[config.mk]
export PLATFORM = sky130hd
export DESIGN_NAME = reset_sequencer
export DESIGN_NICKNAME = d
export VERILOG_FILES = /design/src/rtl/reset_sequencer.sv
export SDC_FILE = /design/constraint.sdc
export NUM_CORES = 1
export LEC_CHECK = 0
export ABC_AREA = 1
export CORE_UTILIZATION = 29
export CTS_CLUSTER_DIAMETER = 100
export DETAILED_ROUTE_END_ITERATION = 16
export SLEW_MARGIN = 40
export SYNTH_ARGS = -nofsm -noshare
export SYNTH_HDL_FRONTEND = slang
export SYNTH_SLANG_ARGS = --single-unit
[constraint.sdc]
create_clock -name clk -period 2.15 [get_ports clk]
set_input_delay 0.5375 -clock clk [delete_from_list [all_inputs] [get_ports clk]]
set_output_delay 0.5375 -clock clk [all_outputs]
set_load 0.01 [all_outputs]
[src/rtl/reset_sequencer.sv]
// Reset sequencer: synchronizes rst_n release, holds the DUT in reset for a fixed
// number of cycles, then runs; supports counted soft resets and a sticky run watchdog.
module reset_sequencer #(
  parameter int SYNC_STAGES     = 2,
  parameter int HOLD_CYCLES     = 4,
  parameter int SOFT_RST_CYCLES = 3,
  parameter int TIMEOUT_CYCLES  = 0
) (
  input  logic        clk,
  input  logic        rst_n,
  input  logic        soft_rst_req,
  output logic        dut_rst_n,
  output logic        ready,
  output logic        start_pulse,
  output logic [31:0] run_cycles,
  output logic [7:0]  soft_rst_count,
  output logic        timeout
);

  localparam int HW = (HOLD_CYCLES > 1) ? $clog2(HOLD_CYCLES) : 1;
  localparam int SW = (SOFT_RST_CYCLES > 1) ? $clog2(SOFT_RST_CYCLES) : 1;

  typedef enum logic [1:0] {SYNC, HOLD, RUN, SOFT} state_t;

  state_t                 state, state_nx;
  logic [SYNC_STAGES-1:0] sync;
  logic [HW-1:0]          hold_cnt, hold_cnt_nx;
  logic [SW-1:0]          soft_cnt, soft_cnt_nx;
  logic                   armed, armed_nx;
  logic                   dut_rst_n_nx, ready_nx, start_nx, timeout_nx;
  logic [31:0]            run_nx;
  logic [7:0]             cnt_nx;

  always_ff @(posedge clk or negedge rst_n) begin
    if (!rst_n) begin
      state          <= SYNC;
      sync           <= '0;
      hold_cnt       <= '0;
      soft_cnt       <= '0;
      armed          <= 1'b1;
      dut_rst_n      <= 1'b0;
      ready          <= 1'b0;
      start_pulse    <= 1'b0;
      run_cycles     <= '0;
      soft_rst_count <= '0;
      timeout        <= 1'b0;
    end else begin
      state          <= state_nx;
      sync           <= {sync[SYNC_STAGES-2:0], 1'b1};
      hold_cnt       <= hold_cnt_nx;
      soft_cnt       <= soft_cnt_nx;
      armed          <= armed_nx;
      dut_rst_n      <= dut_rst_n_nx;
      ready          <= ready_nx;
      start_pulse    <= start_nx;
      run_cycles     <= run_nx;
      soft_rst_count <= cnt_nx;
      timeout        <= timeout_nx;
    end
  end

  always_comb begin
    state_nx     = state;
    hold_cnt_nx  = hold_cnt;
    soft_cnt_nx  = soft_cnt;
    // a request must drop low before another one is accepted
    armed_nx     = armed | ~soft_rst_req;
    dut_rst_n_nx = dut_rst_n;
    ready_nx     = ready;
    start_nx     = 1'b0;
    run_nx       = run_cycles;
    cnt_nx       = soft_rst_count;
    timeout_nx   = timeout;
    case (state)
      SYNC: begin
        if (sync[SYNC_STAGES-1]) begin
          state_nx    = HOLD;
          hold_cnt_nx = '0;
        end
      end
      HOLD: begin
        if (hold_cnt == HW'(HOLD_CYCLES - 1)) begin
          state_nx     = RUN;
          dut_rst_n_nx = 1'b1;
          ready_nx     = 1'b1;
          start_nx     = 1'b1;
          run_nx       = '0;
        end else begin
          hold_cnt_nx = hold_cnt + 1'b1;
        end
      end
      RUN: begin
        if (soft_rst_req && armed) begin
          state_nx     = SOFT;
          soft_cnt_nx  = '0;
          armed_nx     = 1'b0;
          dut_rst_n_nx = 1'b0;
          ready_nx     = 1'b0;
          run_nx       = '0;
          cnt_nx       = (soft_rst_count == 8'hFF) ? soft_rst_count : soft_rst_count + 8'd1;
        end else begin
          run_nx = run_cycles + 32'd1;
          if (TIMEOUT_CYCLES != 0 && run_nx == 32'(TIMEOUT_CYCLES))
            timeout_nx = 1'b1;
        end
      end
      SOFT: begin
        if (soft_cnt == SW'(SOFT_RST_CYCLES - 1)) begin
          state_nx     = RUN;
          dut_rst_n_nx = 1'b1;
          ready_nx     = 1'b1;
          start_nx     = 1'b1;
          run_nx       = '0;
        end else begin
          soft_cnt_nx = soft_cnt + 1'b1;
        end
      end
      default: state_nx = SYNC;
    endcase
  end

endmodule

==> flow_metrics.tcl, run 1 <==
set metrics [dict create \
    status "finished, final reports clean" \
    setup_viol 0 \
    numCtsBuffers 5 \
    synth.largest_area_cell "dfrtp_1" \
    gr-total-overflow 0 \
    die_area_sq_um 10800 \
    layout_common_cells "nand2_1, nor2_1, inv_1" \
    critPathMaxStageDelay_ps 600 \
    cts.path.max_buffers 2 \
    postCtsSetupBuffers 0 \
    fillers 1072 \
    cts_hold_buf 0 \
    reg2reg_to "run_cycles[24]" \
    wl_met2_um 3500 \
    cp-start-kind "register" \
    peakVddDrop_mv 0.346 \
    die_x_um 104 \
    rsz0062_at_grt "false" \
    p_leak_nw 1.65 \
    p_per_area_nw_per_um2 741 \
    io_buffers 45 \
    yosys.area_share.adder_pct 1.67 \
    cts_tree "yes" \
    start_util_pct 30.3 \
    cap_violations 0 \
    core_area_sq_um 9910 \
    grt_max_degree 52 \
    fin_tns_setup_ps 0 \
    antenna_found_initial 0 \
    wl_met3_um 452 \
    post_cts_resize_count 0 \
    firstDrtPassIters 4 \
    grt_pass1_wl_um 13200 \
    ios 47 \
    syn-num-nets 442 \
    ff2ff_setup_slack_ps 370 \
    routed_wl_um 7510 \
    worst-path-stages 1 \
    fin_nets 494 \
    end_kind "primary output" \
    cp_cell_sequence "clkdlybuf4s50_1" \
    period_share_pct 90.9 \
    synthMuxAreaShare_pct 0.334 \
    final_common_cell "nand2_1" \
    endpoint "run_cycles[26]" \
    ys_seq_elements 51 \
    max_freq_mhz 512 \
    crit_fanout 6 \
    drv_slew 0 \
    avgSynthCellArea_sq_um 6.89 \
    cts_htree_levels 2 \
    fin_skew_ps 5.58 \
    final_area_sq_um 3710 \
    crit_slowest_cell "clkdlybuf4s50_1" \
    dp_hpwl_um 5700 \
    grt_pass1_vias 2787 \
    vias 2838 \
    synth_cells 435 \
    grt_usage_pct 15.1 \
    antenna_cells 0 \
    synthXorXnorAreaFrac_pct 1.17 \
    clock_latency_ps 310 \
    drive_above_1_share_pct 6.35 \
    core.rowCount 36 \
    worst_slack_ps 196 \
    path_clk_slew_ps 90 \
    reg2regPathDepth 8 \
    placed_area_sq_um 3620 \
    gp_congestion 0.861 \
    synth_cell_types 32 \
    synthTopCellsByArea "dfrtp_1, nand2_1, nor2_1" \
    ys_warn_count 0 \
    synth_top_area_share_pct 41.7 \
    area_growth_pct 23.7 \
    fp.dieH_um 104 \
    min_path_type "input pin to asynchronous set/reset pin" \
    path_delay_family "buffers and inverters" \
    path_buf_inv 1 \
    period_minus_slack_ps 1950 \
    seq_area_frac_synth_pct 42.6 \
    highest_layer "met4" \
    drc 0 \
    arrival_ps 1420 \
    met1Wirelength_um 3450 \
    synth_top_family_by_area "simple AND/OR/NAND/NOR gates" \
    wl_per_cell_um 12.1 \
    cp.required_ps 1610 \
    vias_per_cell 4.57 \
    reg2reg_from "run_cycles[0]" \
    crit_type "register to primary output" \
    netlist_area_sq_um 3000 \
    synthSimpleGateAreaFrac_pct 40.2 \
    cts.sinks 51 \
    pre_cts_ws_ps 234 \
    cts_root_buffer "clkbuf_8" \
    critPathLaunch "run_cycles[26]" \
    synth-compound-area-share_pct 4.96 \
    drtAntennaViolNets 0 \
    finalHoldViolCount 0 \
    drt_iter0_markers 116 \
]
-- cells in the mapped netlist --
library cell,instances
a22o_1,1
or2_2,1
nand3_4,1
conb_1,2
inv_1,54
nor2_1,80
nand3_1,28
inv_4,1
buf_2,2
inv_2,2
nor2_8,1
clkinv_2,1
a21oi_1,6
a211oi_1,1
nand3b_1,1
nand4_1,11
nor3_1,3
buf_4,3
nand2_1,145
dfrtp_1,50
dfstp_2,1
ha_1,4
buf_6,1
nor2_2,4
nand3_2,2
o21ai_0,19
and3_1,1
xor2_1,3
xnor2_1,1
mux2i_1,1
nor2_4,3
o21bai_1,1
-- power by group --
group	internal, mW	switching, mW
sequential	1.08	0.137
combinational	0.370	0.595
clock	0.229	0.334
-- how the worst min path moves through the flow --
stage                       start                end  slack [ps]  cells after the start
after global routing        rst_n  soft_rst_count[6]         220                      2
after floorplan             rst_n        hold_cnt[0]         240                      0
after CTS                   rst_n  soft_rst_count[3]         210                      2
final                       rst_n  soft_rst_count[0]         190                      2
after detailed placement  sync[0]            sync[1]         340                      0
after global placement    sync[0]            sync[1]         330                      0
-- metal layers --
metal | global-route usage [%] | up-vias
met2 | 24.0 | 72
met5 | 0 | -
met1 | 20.1 | 1311
li1 | - | 1450
met4 | 6.33 | 0
met3 | 3.02 | 5
-- logic make-up (layout without fill, tap and decap cells) --
| logic type | Yosys count | count (layout) |
|---|---|---|
| other | 2 | 2 |
| AOI/OAI and AO/OA | 28 | 28 |
| buffers and inverters | 64 | 117 |
| and+or+nand+nor | 281 | 281 |
| adders and majority gates | 4 | 4 |
| DFF | 51 | 51 |
| muxes | 1 | 1 |
| xor gates and xnor gates | 4 | 4 |
-- cell type report --
class / count / area [sq um] / area share (%)
multi-input cells: 320 / 1460 / 39.3
flip-flops and latches: 51 / 1280 / 34.4
repair buffers: 51 / 503 / 13.6
inverters: 58 / 221 / 5.97
well taps: 133 / 166 / 4.49
clock buffers: 6 / 72.6 / 1.96
clock inverters: 2 / 12.5 / 0.337
-- sequential cells by signal, indices dropped and copies added, names as in the netlist --
signal and count:
armed 1, hold_cnt 2, ready 1, run_cycles 32, soft_cnt 2, soft_rst_count 8
start_pulse 1, state 2, sync 2
-- per-stage QoR --
| stage | power [mW] | utilization, % | hold slack [ps] | std cells |
|---|---|---|---|---|
| 2_1_floorplan | 1.86 | - | 242 | 435 |
| 3_3_place_gp | 2.20 | 36.6 | 334 | 613 |
| 3_5_place_dp | 2.22 | 36.6 | 344 | 613 |
| 4_1_cts | 2.78 | 37.4 | 212 | 621 |
| 5_1_grt | 2.97 | 37.4 | 218 | 621 |
| 6_report | 2.75 | 37.4 | 194 | 621 |
(Power assumes the default switching activity.)
==> run 2, diff against run 1 <==
CORE_ASPECT_RATIO = 0.75   (was default)
CORE_MARGIN = 2   (was default)
CORE_UTILIZATION = 30   (was 29)
==> run 2 against run 1 <==
Against the previous run:
- sequential share of layout area decreased by 0.50 points
- sequential power about the same
- largest cell class unchanged
- combinational power increased by 2%
- largest power group unchanged
- wire length increased by 5.8%
- setup slack improved by 51 ps
- total power increased by 9.2%
- critical path depth unchanged
- cell count decreased by 0.16%
- fmax increased by 2.7%
- sequential cell count unchanged
- worst hold slack got worse by 17 ps
==> flow_metrics.tcl, run 2 (same netlist as run 1, synthesis figures left out) <==
set metrics [dict create \
    period_minus_slack_ps 1900 \
    cts_root_buffer "clkbuf_16" \
    grt_pass1_wl_um 13300 \
    path_buf_inv 1 \
    reg2regPathDepth 8 \
    endpoint "run_cycles[26]" \
    cts_tree "yes" \
    fin_hold_ws_ps 177 \
    fin_skew_ps 9.82 \
    reg_top3 "run_cycles: 32 flops, soft_rst_count: 8 flops" \
    postCtsSetupBuffers 0 \
    reg2reg_from "run_cycles[0]" \
    period_share_pct 88.5 \
    final_common_cell "nand2_1" \
    fp.dieH_um 90.6 \
    core_area_sq_um 9700 \
    ios 47 \
    crit_fanout 6 \
    vias 2894 \
    finalHoldViolCount 0 \
    placed_area_sq_um 3620 \
    core.rowCount 31 \
    final_area_sq_um 3760 \
    crit_type "register to primary output" \
    grt_pass1_vias 2679 \
    cp-start-kind "register" \
    path_delay_family "buffers and inverters" \
    dp_hpwl_um 6010 \
    clock_latency_ps 300 \
    cp.required_ps 1610 \
    grt_usage_pct 15.4 \
    max_freq_mhz 525 \
    cts.sinks 51 \
    drt_iter0_markers 203 \
    fin_nets 494 \
    layout_common_cells "nand2_1, nor2_1, inv_1" \
    area_growth_pct 25.5 \
    p_per_area_nw_per_um2 797 \
    post_cts_resize_count 0 \
    numCtsBuffers 5 \
    cp_cell_sequence "clkdlybuf4s50_1" \
    crit_slowest_cell "clkdlybuf4s50_1" \
    wl_per_cell_um 12.8 \
    die_x_um 119 \
    routed_wl_um 7940 \
    p_leak_nw 1.68 \
    rsz0062_at_grt "false" \
    firstDrtPassIters 5 \
    critPathMaxStageDelay_ps 590 \
    worst-path-stages 1 \
    path_clk_slew_ps 70 \
    drv_slew 0 \
    arrival_ps 1370 \
    drive_above_1_share_pct 6.35 \
    grt_max_degree 35 \
    critPathLaunch "run_cycles[26]" \
    pre_cts_ws_ps 207 \
    antenna_found_initial 0 \
    drtAntennaViolNets 0 \
    ff2ff_setup_slack_ps 340 \
    gr-total-overflow 0 \
    cts.path.max_buffers 2 \
    peakVddDrop_mv 0.473 \
    reg2reg_to "run_cycles[24]" \
    cts_htree_levels 2 \
    finalPower_mw 3.00 \
    min_path_type "input pin to asynchronous set/reset pin" \
    worst_slack_ps 246 \
    drc 0 \
    status "finished, final reports clean" \
    setup_viol 0 \
    die_area_sq_um 10800 \
    gp_congestion 0.872 \
    antenna_cells 0 \
    largest_register_ffs 32 \
    cap_violations 0 \
    cts_hold_buf 0 \
    io_buffers 45 \
    end_kind "primary output" \
    regMostFlops "run_cycles" \
    vias_per_cell 4.67 \
    fin_tns_setup_ps 0 \
    start_util_pct 30.9 \
]
[run 2: cell counts in the layout (fill, tap and decap cells not counted)]
Identical to the previous run, type by type.
[run 2: final cells by class]
type,instances,area [sq um]
clock buffer,6,129
multi-input combinational,320,1460
sequential,51,1280
clock inverter,2,12.5
timing repair buffer,51,503
inverter,58,221
fill,1023,5930
tap,132,165
[run 2: worst register-to-register path, stage by stage, from the launching register on]
cell and delay [ps]:
dfrtp_1 440, ha_1 270, nand3_1 140, inv_1 120, nand2_1 160, nor2_1 330, nand3_1 120, nand3_1 90
nand2_1 50
[run 2: how the worst min path moves through the flow]
stage | cells after the start | slack [ps] | end | startpoint
final | 1 | 180 | soft_rst_count[6] | rst_n
after detailed placement | 0 | 350 | sync[1] | sync[0]
after global routing | 1 | 200 | soft_rst_count[6] | rst_n
after floorplan | 0 | 240 | hold_cnt[0] | rst_n
after global placement | 0 | 330 | sync[1] | sync[0]
after CTS | 1 | 190 | soft_rst_count[6] | rst_n
[run 2: metal layers]
layer | part of all wire (%) | GRT usage (%)
met5 | 0 | 0
met4 | 1.1 | 4.12
met3 | 6.1 | 3.03
met2 | 41 | 22.0
met1 | 52 | 23.4
[run 2: power breakdown]
group | internal [mW] | total (mW) | switching, mW
logic | 0.371 | 0.985 | 0.614
registers | 1.09 | 1.22 | 0.136
clock network | 0.431 | 0.795 | 0.364
total | 1.89 | 3.00 | 1.11
[run 2: metrics by stage]
step,instances,util [%]
global route,620,38.8
floorplan,435,-
CTS,620,38.8
global placement,612,37.4
detailed placement,612,37.4
finish,620,38.8
